File: src/rtl/seq_pattern_detector.sv
// Serial bit-pattern detector: shifts accepted bits into a PAT_W window and pulses
// match (one cycle later) when the full window equals the loaded pattern.
module seq_pattern_detector #(
    parameter int             PAT_W       = 5,
    parameter int             CNT_W       = 8,
    parameter logic [PAT_W-1:0] DEFAULT_PAT = 5'b10110,
    parameter logic           DEFAULT_OVL = 1'b1
) (
    input  logic                         clk,
    input  logic                         reset,
    input  logic                         in_valid,
    input  logic                         in_bit,
    input  logic                         cfg_load,
    input  logic [PAT_W-1:0]             cfg_pattern,
    input  logic                         cfg_overlap,
    input  logic                         clr_count,
    output logic                         match,
    output logic [CNT_W-1:0]             match_count,
    output logic [$clog2(PAT_W+1)-1:0]   fill,
    output logic                         armed
);

    localparam int FW = $clog2(PAT_W + 1);
    localparam logic [FW-1:0]    FILL_FULL = FW'(PAT_W);
    localparam logic [CNT_W-1:0] CNT_MAX   = {CNT_W{1'b1}};

    typedef enum logic {FILL, ARMED} state_t;

    state_t           state;
    logic [PAT_W-1:0] pattern_r;
    logic             overlap_r;
    logic [PAT_W-1:0] window;

    logic [PAT_W-1:0] shifted;
    logic [FW-1:0]    fill_next;
    logic             accept;
    logic             hit;

    // Window/fill as they would be after taking in_bit; hit only counts on an accepted bit.
    always_comb begin
        shifted   = {window[PAT_W-2:0], in_bit};
        fill_next = (state == ARMED) ? FILL_FULL : fill + FW'(1);
        accept    = in_valid && !cfg_load;
        hit       = accept && (fill_next == FILL_FULL) && (shifted == pattern_r);
    end

    assign armed = (state == ARMED);

    always_ff @(posedge clk or posedge reset) begin
        if (reset) begin
            pattern_r   <= DEFAULT_PAT;
            overlap_r   <= DEFAULT_OVL;
            window      <= '0;
            fill        <= '0;
            state       <= FILL;
            match       <= 1'b0;
            match_count <= '0;
        end else begin
            match <= hit;

            // Clear beats a same-edge hit; the count never wraps.
            if (clr_count)
                match_count <= '0;
            else if (hit && match_count != CNT_MAX)
                match_count <= match_count + CNT_W'(1);

            if (cfg_load) begin
                pattern_r <= cfg_pattern;
                overlap_r <= cfg_overlap;
                window    <= '0;
                fill      <= '0;
                state     <= FILL;
            end else if (accept) begin
                if (hit && !overlap_r) begin
                    window <= '0;
                    fill   <= '0;
                    state  <= FILL;
                end else begin
                    window <= shifted;
                    fill   <= fill_next;
                    state  <= (fill_next == FILL_FULL) ? ARMED : FILL;
                end
            end
        end
    end

endmodule

File: config.mk
export PLATFORM = sky130hd
export DESIGN_NAME = seq_pattern_detector
export DESIGN_NICKNAME = d
export VERILOG_FILES = /design/src/rtl/seq_pattern_detector.sv
export SDC_FILE = /design/constraint.sdc
export NUM_CORES = 1
export LEC_CHECK = 0
export CAP_MARGIN = 20
export CORE_UTILIZATION = 42
export CTS_BUF_LIST = sky130_fd_sc_hd__clkbuf_4 sky130_fd_sc_hd__clkbuf_8
export DETAILED_ROUTE_END_ITERATION = 10
export GPL_TIMING_DRIVEN = 0
export PLACE_DENSITY_LB_ADDON = 0.15
export SKIP_CTS_REPAIR_TIMING = 1
export SLEW_MARGIN = 20
export SYNTH_ARGS = -nofsm -noshare
export SYNTH_HDL_FRONTEND = slang
export SYNTH_SLANG_ARGS = --single-unit
File: constraint.sdc
create_clock -name clk -period 6.1 [get_ports clk]
set_input_delay 1.22 -clock clk [delete_from_list [all_inputs] [get_ports clk]]
set_output_delay 1.22 -clock clk [all_outputs]
set_load 0.05 [all_outputs]
* Yosys cells after proc, flatten, opt, wreduce, memory -nomap -nowiden
Index checks and enable logic that the tools add are counted. Widths: inputs -> output; s select.
Operators by class: add/subtract/negate cells 2, reduce and logical (&&, ||, !) cells 9, multiplexer cells 13, equal/unequal tests 3
Operators with widths (count):
- $mux 8 | 2
- $mux 3 | 4
- $mux 4 | 3
- $add 8x1->8 const B | 1
- $ne 8x8->1 const B | 1
- $eq 5x5->1 | 1
- $logic_and 1x1->1 | 5
- $mux 1 | 4
- $reduce_bool 2->1 | 2
- $add 3x1->3 const B | 1
- $eq 3x3->1 const B | 1
- $logic_not 1->1 | 2
Storage, ports and cells: output and inout port bits 13, bits of input ports 12, flip-flop bits (word level) 23, logic and storage cells 34

* Longest topological paths before layout
Gate-level depths: netlist of the first run.
depth in word-level cells 9, gate-level depth with buffers 6, mapped depth without buffers 6

* Worst setup path after synthesis of the first run
No wires, ideal clock.
path type input port to flip-flop, start point input port cfg_load, end point register match_count[5], data required time 5975 ps, slack 3344 ps, data arrival time 2631 ps, stages 6, buffers on the path 1, setup time 125 ps, cells stage by stage buf_2 > inv_1 > o2111ai_1 > nor4b_2 > and4_1 > mux2_2
Between the ends: longest elaborated chain between the ends 6
Ends and longest elaborated chain:
- start: declaration | line 13 | input logic cfg_load,
- $logic_not 1->1 | line 43 | accept = in_valid && !cfg_load;
- $logic_and 1x1->1 | line 43
- $logic_and 1x1->1 (2 in a row) | line 44 | hit = accept && (fill_next == FILL_FULL) && (shifted == pattern_r);
- $logic_and 1x1->1 | line 64 | else if (hit && match_count != CNT_MAX)
- $reduce_bool 2->1 (no source line)
- end signal: assignment | line 65 | match_count <= match_count + CNT_W'(1);
- end: declaration | line 18 | output logic [CNT_W-1:0] match_count,
Every way passes these cells. A chain may end at the register's enable or synchronous reset.

* Final worst setup path of the first run
start point input port in_valid, end point register match_count[5]
Between the ends: longest elaborated chain between the ends 5
Ends and longest elaborated chain:
- start: declaration | line 11 | input logic in_valid,
- $logic_and 1x1->1 | line 43
- $logic_and 1x1->1 (2 in a row) | line 44
- $logic_and 1x1->1 | line 64
- $reduce_bool 2->1 (no source line)
Every way passes these cells.

==> impl_metrics.tcl, run 1 <==
set metrics [dict create \
    worst-path-max-fanout 5 \
    cts_tree "built" \
    fin_crit_ns 3.031 \
    routed_wl_mm 2.125 \
    dp.cells 150 \
    slew_headroom_pct 42.40 \
    grt_pass1_vias 852 \
    seq_area_um2 580.6 \
    grt_usage_pct 18.05 \
    endpoint_kind "flip-flop" \
    synth-seq-cells 23 \
    setup-violations-final 0 \
    synth_nets 112 \
    synth_top_area_share_pct 42.94 \
    fillerInstances 222 \
    core_area_um2 2477 \
    syn_area_um2 1107 \
    slew_viol_final 0 \
    hold_viol_final 0 \
    vdd_drop_max_uv 167.2 \
    die_x_um 53.35 \
    root_buffer "clkbuf_4" \
    hold_class "flip-flop to flip-flop" \
    drtIter0Drc 5 \
    synth_largest_area_cell "dfrtp_1" \
    grt_pass1_wl_mm 3.684 \
    syn2layout_area_growth_pct 25.76 \
    clock-skew-final_ns 0.003836 \
    wl_per_cell_um 13.80 \
    clockBufferDepth 2 \
    synth_top_flop_cell "dfrtp_1" \
    globalplace.congestion 0.7568 \
    diodes 0 \
    placed_area_um2 1365 \
    nNetsFinal 139 \
    critPathRequiredTime_ns 6.30 \
    first_pass_iters 4 \
    antenna_found_initial 0 \
    avgViaCountPerCell 5.494 \
    tightest_slew_ns 0.8630 \
    worstHoldStart "window[3]" \
    io_buffer_count 22 \
    synth_warnings 0 \
    min_path_cells 1 \
    cp_data_arrival_time_ns 3.23 \
    fin_cells 154 \
    multi_input_area_um2 506.7 \
    max_freq_mhz 329.9 \
    rsz0062_at_grt "no" \
    worstSetupStartpoint "in_valid" \
    vias 846 \
    stdcell_area_um2 1393 \
    dieArea_um2 2846 \
    ys_seq_area_share_pct 52.43 \
    post-route-period-util_pct 49.70 \
    power_density_nw_per_um2 194.5 \
    crit_type "input port to flip-flop" \
    yosysUniqueCellTypes 31 \
    grt.overflow.total 0 \
    finalSetupTns_ns 0 \
    status "completed" \
    r2r_start "fill[0]" \
    htree_levels 1 \
    ios 25 \
    final_antenna_net_count 0 \
    clkSlewWorstSetupHoldPaths_ns 0.13 \
    num_rows 18 \
    start_util_pct 44.70 \
    r2r_cells 6 \
    die_h_um 53.35 \
    cts_buffers 3 \
    drive_gt1_share_pct 15.32 \
    power.leakage_uw 0.0005765 \
    clk_latency_ns 0.30 \
    synth_edf_count 0 \
    cts.sinks 23 \
    max-cap-violations 0 \
    ys_async_sr_fraction_pct 100.0 \
    place_hpwl_mm 1.625 \
    worst_setup_path_start_kind "input port" \
    route.detailed.drc 0 \
    avgSynthCellArea_um2 11.30 \
    synth_cells 98 \
    grt_max_degree 24 \
    synth_top_cells_by_area "dfrtp_1, dfstp_2, mux2_2, a22o_1, xnor2_1" \
]
[worst max-delay path, stage by stage]
cell	delay, ns
clkdlybuf4s50_1	0.55
o2111ai_1	0.25
nor4b_2	0.60
and4_1	0.28
mux2_2	0.33
[path summary, 6_finish.rpt]
path                                       end  slack (ns)
worst min register to register       window[3]        0.55
worst max register to register  match_count[5]        3.62
worst max-delay path            match_count[5]        3.07
worst min-delay path                 window[3]        0.55
min in group asynchronous         pattern_r[0]        1.38
max in group asynchronous                armed        4.19
[final cells by class]
type	count	area share (%)
flip-flops and latches	23	41.69
multi-input cells	70	36.39
repair buffers	22	15.81
well taps	30	2.695
clock buffers	3	1.617
inverters	3	0.8086
plain buffers	2	0.6289
clock inverters	1	0.3594
[sequential cells by signal (all words and copies together) (netlist names)]
register     flops
pattern_r        5
armed            1
fill             3
overlap_r        1
match            1
match_count      8
window           4
[layout by cell type, fill, tap and decap left out, types with 3 or more instances in the layout]
cell and count:
mux2_2 7, nor3_1 3, inv_1 3, and2_1 3, nand2_1 8, nor2_1 3
clkbuf_4 3, xnor2_1 6, a22o_1 6, clkdlybuf4s50_1 22, o21ai_0 5, a21oi_1 6
dfstp_2 4, dfrtp_1 19
[routing by layer]
| metal | wire, um | global-route usage [%] | vias up |
|---|---|---|---|
| met1 | 1015 | 23.87 | 417 |
| met3 | 69 | 2.586 | 2 |
| met2 | 1020 | 30.21 | 20 |
| met5 | 0 | 0 | - |
| li1 | - | - | 407 |
| met4 | 20 | 5.263 | 0 |
[report_power, final]
part	internal, uW	switching, uW
registers	160	4.95
logic	17.7	19.5
clock network	24.4	43.9
[cell families (layout without fill, tap and decap cells)]
group | after synthesis | count (layout) | synth area share [%]
buffers and inverters | 5 | 31 | 1.807
flip-flops | 23 | 23 | 52.43
XOR/XNOR | 7 | 7 | 5.537
adder cells (fa/ha/maj) | 2 | 2 | 2.260
AND/OR/NAND/NOR | 33 | 33 | 18.53
multiplexers | 7 | 7 | 7.119
AO/OA/AOI/OAI | 21 | 21 | 12.32
[stage by stage]
| step | hold slack (ns) | utilization, % | total power (uW) | setup WS [ns] |
|---|---|---|---|---|
| floorplan | 0.4951 | - | 191.8 | 3.344 |
| global placement | 0.5171 | 55.10 | 204.6 | 2.829 |
| detailed placement | 0.5256 | 55.10 | 206.1 | 2.764 |
| CTS | 0.5595 | 56.21 | 274.3 | 3.091 |
| global route | 0.5751 | 56.21 | 283.7 | 2.934 |
| finish | 0.5490 | 56.21 | 270.8 | 3.069 |
[synthesized netlist by cell type, drive strengths merged (3+ instances only)]
| library cell | instances |
|---|---|
| and2 | 3 |
| nor2 | 3 |
| nand2 | 8 |
| nor3 | 3 |
| a21oi | 6 |
| dfrtp | 19 |
| xnor2 | 6 |
| o21ai | 5 |
| dfstp | 4 |
| a22o | 6 |
| inv | 3 |
| mux2 | 7 |
Power figures use the tool's default switching activity.
==> run 2, diff against run 1 <==
Clock period 6.1 ns to 2.46 ns, I/O delays scaled along.
==> impl_metrics.tcl, run 2 (synthesis gave the netlist of run 1 again) <==
set metrics [dict create \
    start_util_pct 44.70 \
    first_pass_iters 4 \
    post-route-period-util_pct 97.60 \
    clk_latency_ns 0.31 \
    final_antenna_net_count 0 \
    worst_setup_path_start_kind "flip-flop" \
    hold_slack_ns 0.4762 \
    worst-path-max-fanout 7 \
    power_density_nw_per_um2 481.9 \
    htree_levels 1 \
    crit_type "flip-flop to flip-flop" \
    nNetsFinal 142 \
    cts_buffers 3 \
    grt_pass1_vias 779 \
    placed_area_um2 1366 \
    routed_wl_mm 2.219 \
    vdd_drop_max_uv 290.9 \
    grt_pass1_wl_mm 3.387 \
    ios 25 \
    status "completed" \
    r2r_end "match_count[3]" \
    slew_viol_final 0 \
    clkPwrFrac_pct 26.9 \
    syn2layout_area_growth_pct 31.41 \
    p_sw_share_pct 25.57 \
    clkSlewWorstSetupHoldPaths_ns 0.13 \
    antenna_found_initial 0 \
    endpoint_kind "flip-flop" \
    rsz0062_at_grt "no" \
    vias 838 \
    cp_data_arrival_time_ns 2.65 \
    ff2ff_setup_slack_ns 0.06 \
    power.internal_uw 521.9 \
    holdPathEnd "fill[1]" \
    grt.overflow.total 0 \
    clockBufferDepth 2 \
    grt_max_degree 24 \
    slew_headroom_pct 43.09 \
    top_register "match_count" \
    avgViaCountPerCell 5.338 \
    clock-skew-final_ns 0.01188 \
    die_x_um 53.35 \
    num_rows 18 \
    largest_reg_flops 8 \
    die_h_um 53.35 \
    p_comb_share_pct 14.5 \
    layout_commonest_cell "clkdlybuf4s50_1" \
    diodes 0 \
    stdcell_area_um2 1455 \
    hold_viol_final 0 \
    drive_gt1_share_pct 21.26 \
    r2r_start "fill[0]" \
    mostFrequentLayoutCells "clkdlybuf4s50_1, dfrtp_1, nand2_1" \
    drtIter0Drc 13 \
    r2r_cells 7 \
    setup-violations-final 0 \
    max-cap-violations 0 \
    wl_per_cell_um 14.13 \
    max_freq_mhz 416.5 \
    fillerInstances 230 \
    power_frac_seq_pct 58.6 \
    core_area_um2 2477 \
    worstHoldStart "cfg_load" \
    tightest_slew_ns 0.8527 \
    reg.largest.list "match_count x8, pattern_r x5, window x4" \
    route.detailed.drc 0 \
    critPathRequiredTime_ns 2.71 \
    power_uw 701.2 \
    grt_usage_pct 16.89 \
    cts_tree "built" \
    p_switching_uw 179.3 \
    root_buffer "clkbuf_4" \
    min_path_cells 2 \
    io_buffer_count 22 \
    cts.sinks 23 \
    hold_class "input port to flip-flop" \
    fin_crit_ns 2.401 \
    globalplace.congestion 0.7636 \
    place_hpwl_mm 1.524 \
    power.leakage_uw 0.0005978 \
    dieArea_um2 2846 \
]
[run 2: changes by cell type in the layout (fill, tap and decap cells not counted), sizes merged]
cell,before,now
buf,2,5
clkbuf,3,4
clkinv,1,0
[run 2: worst max path at each step]
stage	startpoint	to	slack, ns	cells after the start
global route	fill[0]	match_count[3]	0.002	7
global placement	in_bit	match_count[5]	-0.09	6
detailed placement	in_valid	match_count[5]	-0.14	5
CTS	fill[0]	match_count[5]	0.0002	6
finish	fill[0]	match_count[3]	0.06	7
floorplan	fill[1]	match_count[5]	0.03	6
[run 2: worst max-delay path, cell delays in order, from the launching register on]
cell and delay (ns):
dfrtp_2 0.46, buf_4 0.15, buf_4 0.12, o21bai_1 0.20, o2111ai_2 0.24, or4b_4 0.64, or3_4 0.39, a21oi_2 0.15
[run 2: per-stage QoR]
stage	utilization [%]	setup TNS [ns]	cells	setup slack (ns)
6_report	58.74	0	157	0.05907
5_1_grt	58.74	0	157	0.002475
4_1_cts	56.36	0	154	0.0002143
3_5_place_dp	55.15	-0.1948	150	-0.1378
3_3_place_gp	55.15	-0.09284	150	-0.09284
2_1_floorplan	-	0	98	0.02564
[run 2: cell type report]
| cell class | count | area [um2] | area share, % |
|---|---|---|---|
| sequential | 23 | 581.8 | 39.98 |
| multi-input combinational | 70 | 543.0 | 37.32 |
| timing repair buffer | 25 | 242.7 | 16.68 |
| tap | 30 | 37.54 | 2.580 |
| clock buffer | 4 | 30.03 | 2.064 |
| inverter | 3 | 11.26 | 0.7739 |
| buffer | 2 | 8.758 | 0.6019 |
[run 2: power by group through the flow]
stage | registers, uW | logic (uW) | clock network (uW)
final | 411 | 102 | 188
after global routing | 413 | 112 | 205
after CTS | 411 | 93.0 | 192
after detailed placement | 418 | 92.6 | 0
after global placement | 417 | 91.0 | 0
after floorplan | 426 | 50.1 | 0
[run 2: per-layer routing]
layer / global-route usage, % / part of all wire, % / vias up
li1: - / - / 414
met1: 22.32 / 48 / 399
met2: 26.04 / 47 / 21
met3: 2.586 / 4.0 / 4
met4: 9.211 / 1.5 / 0
met5: 0 / 0 / -
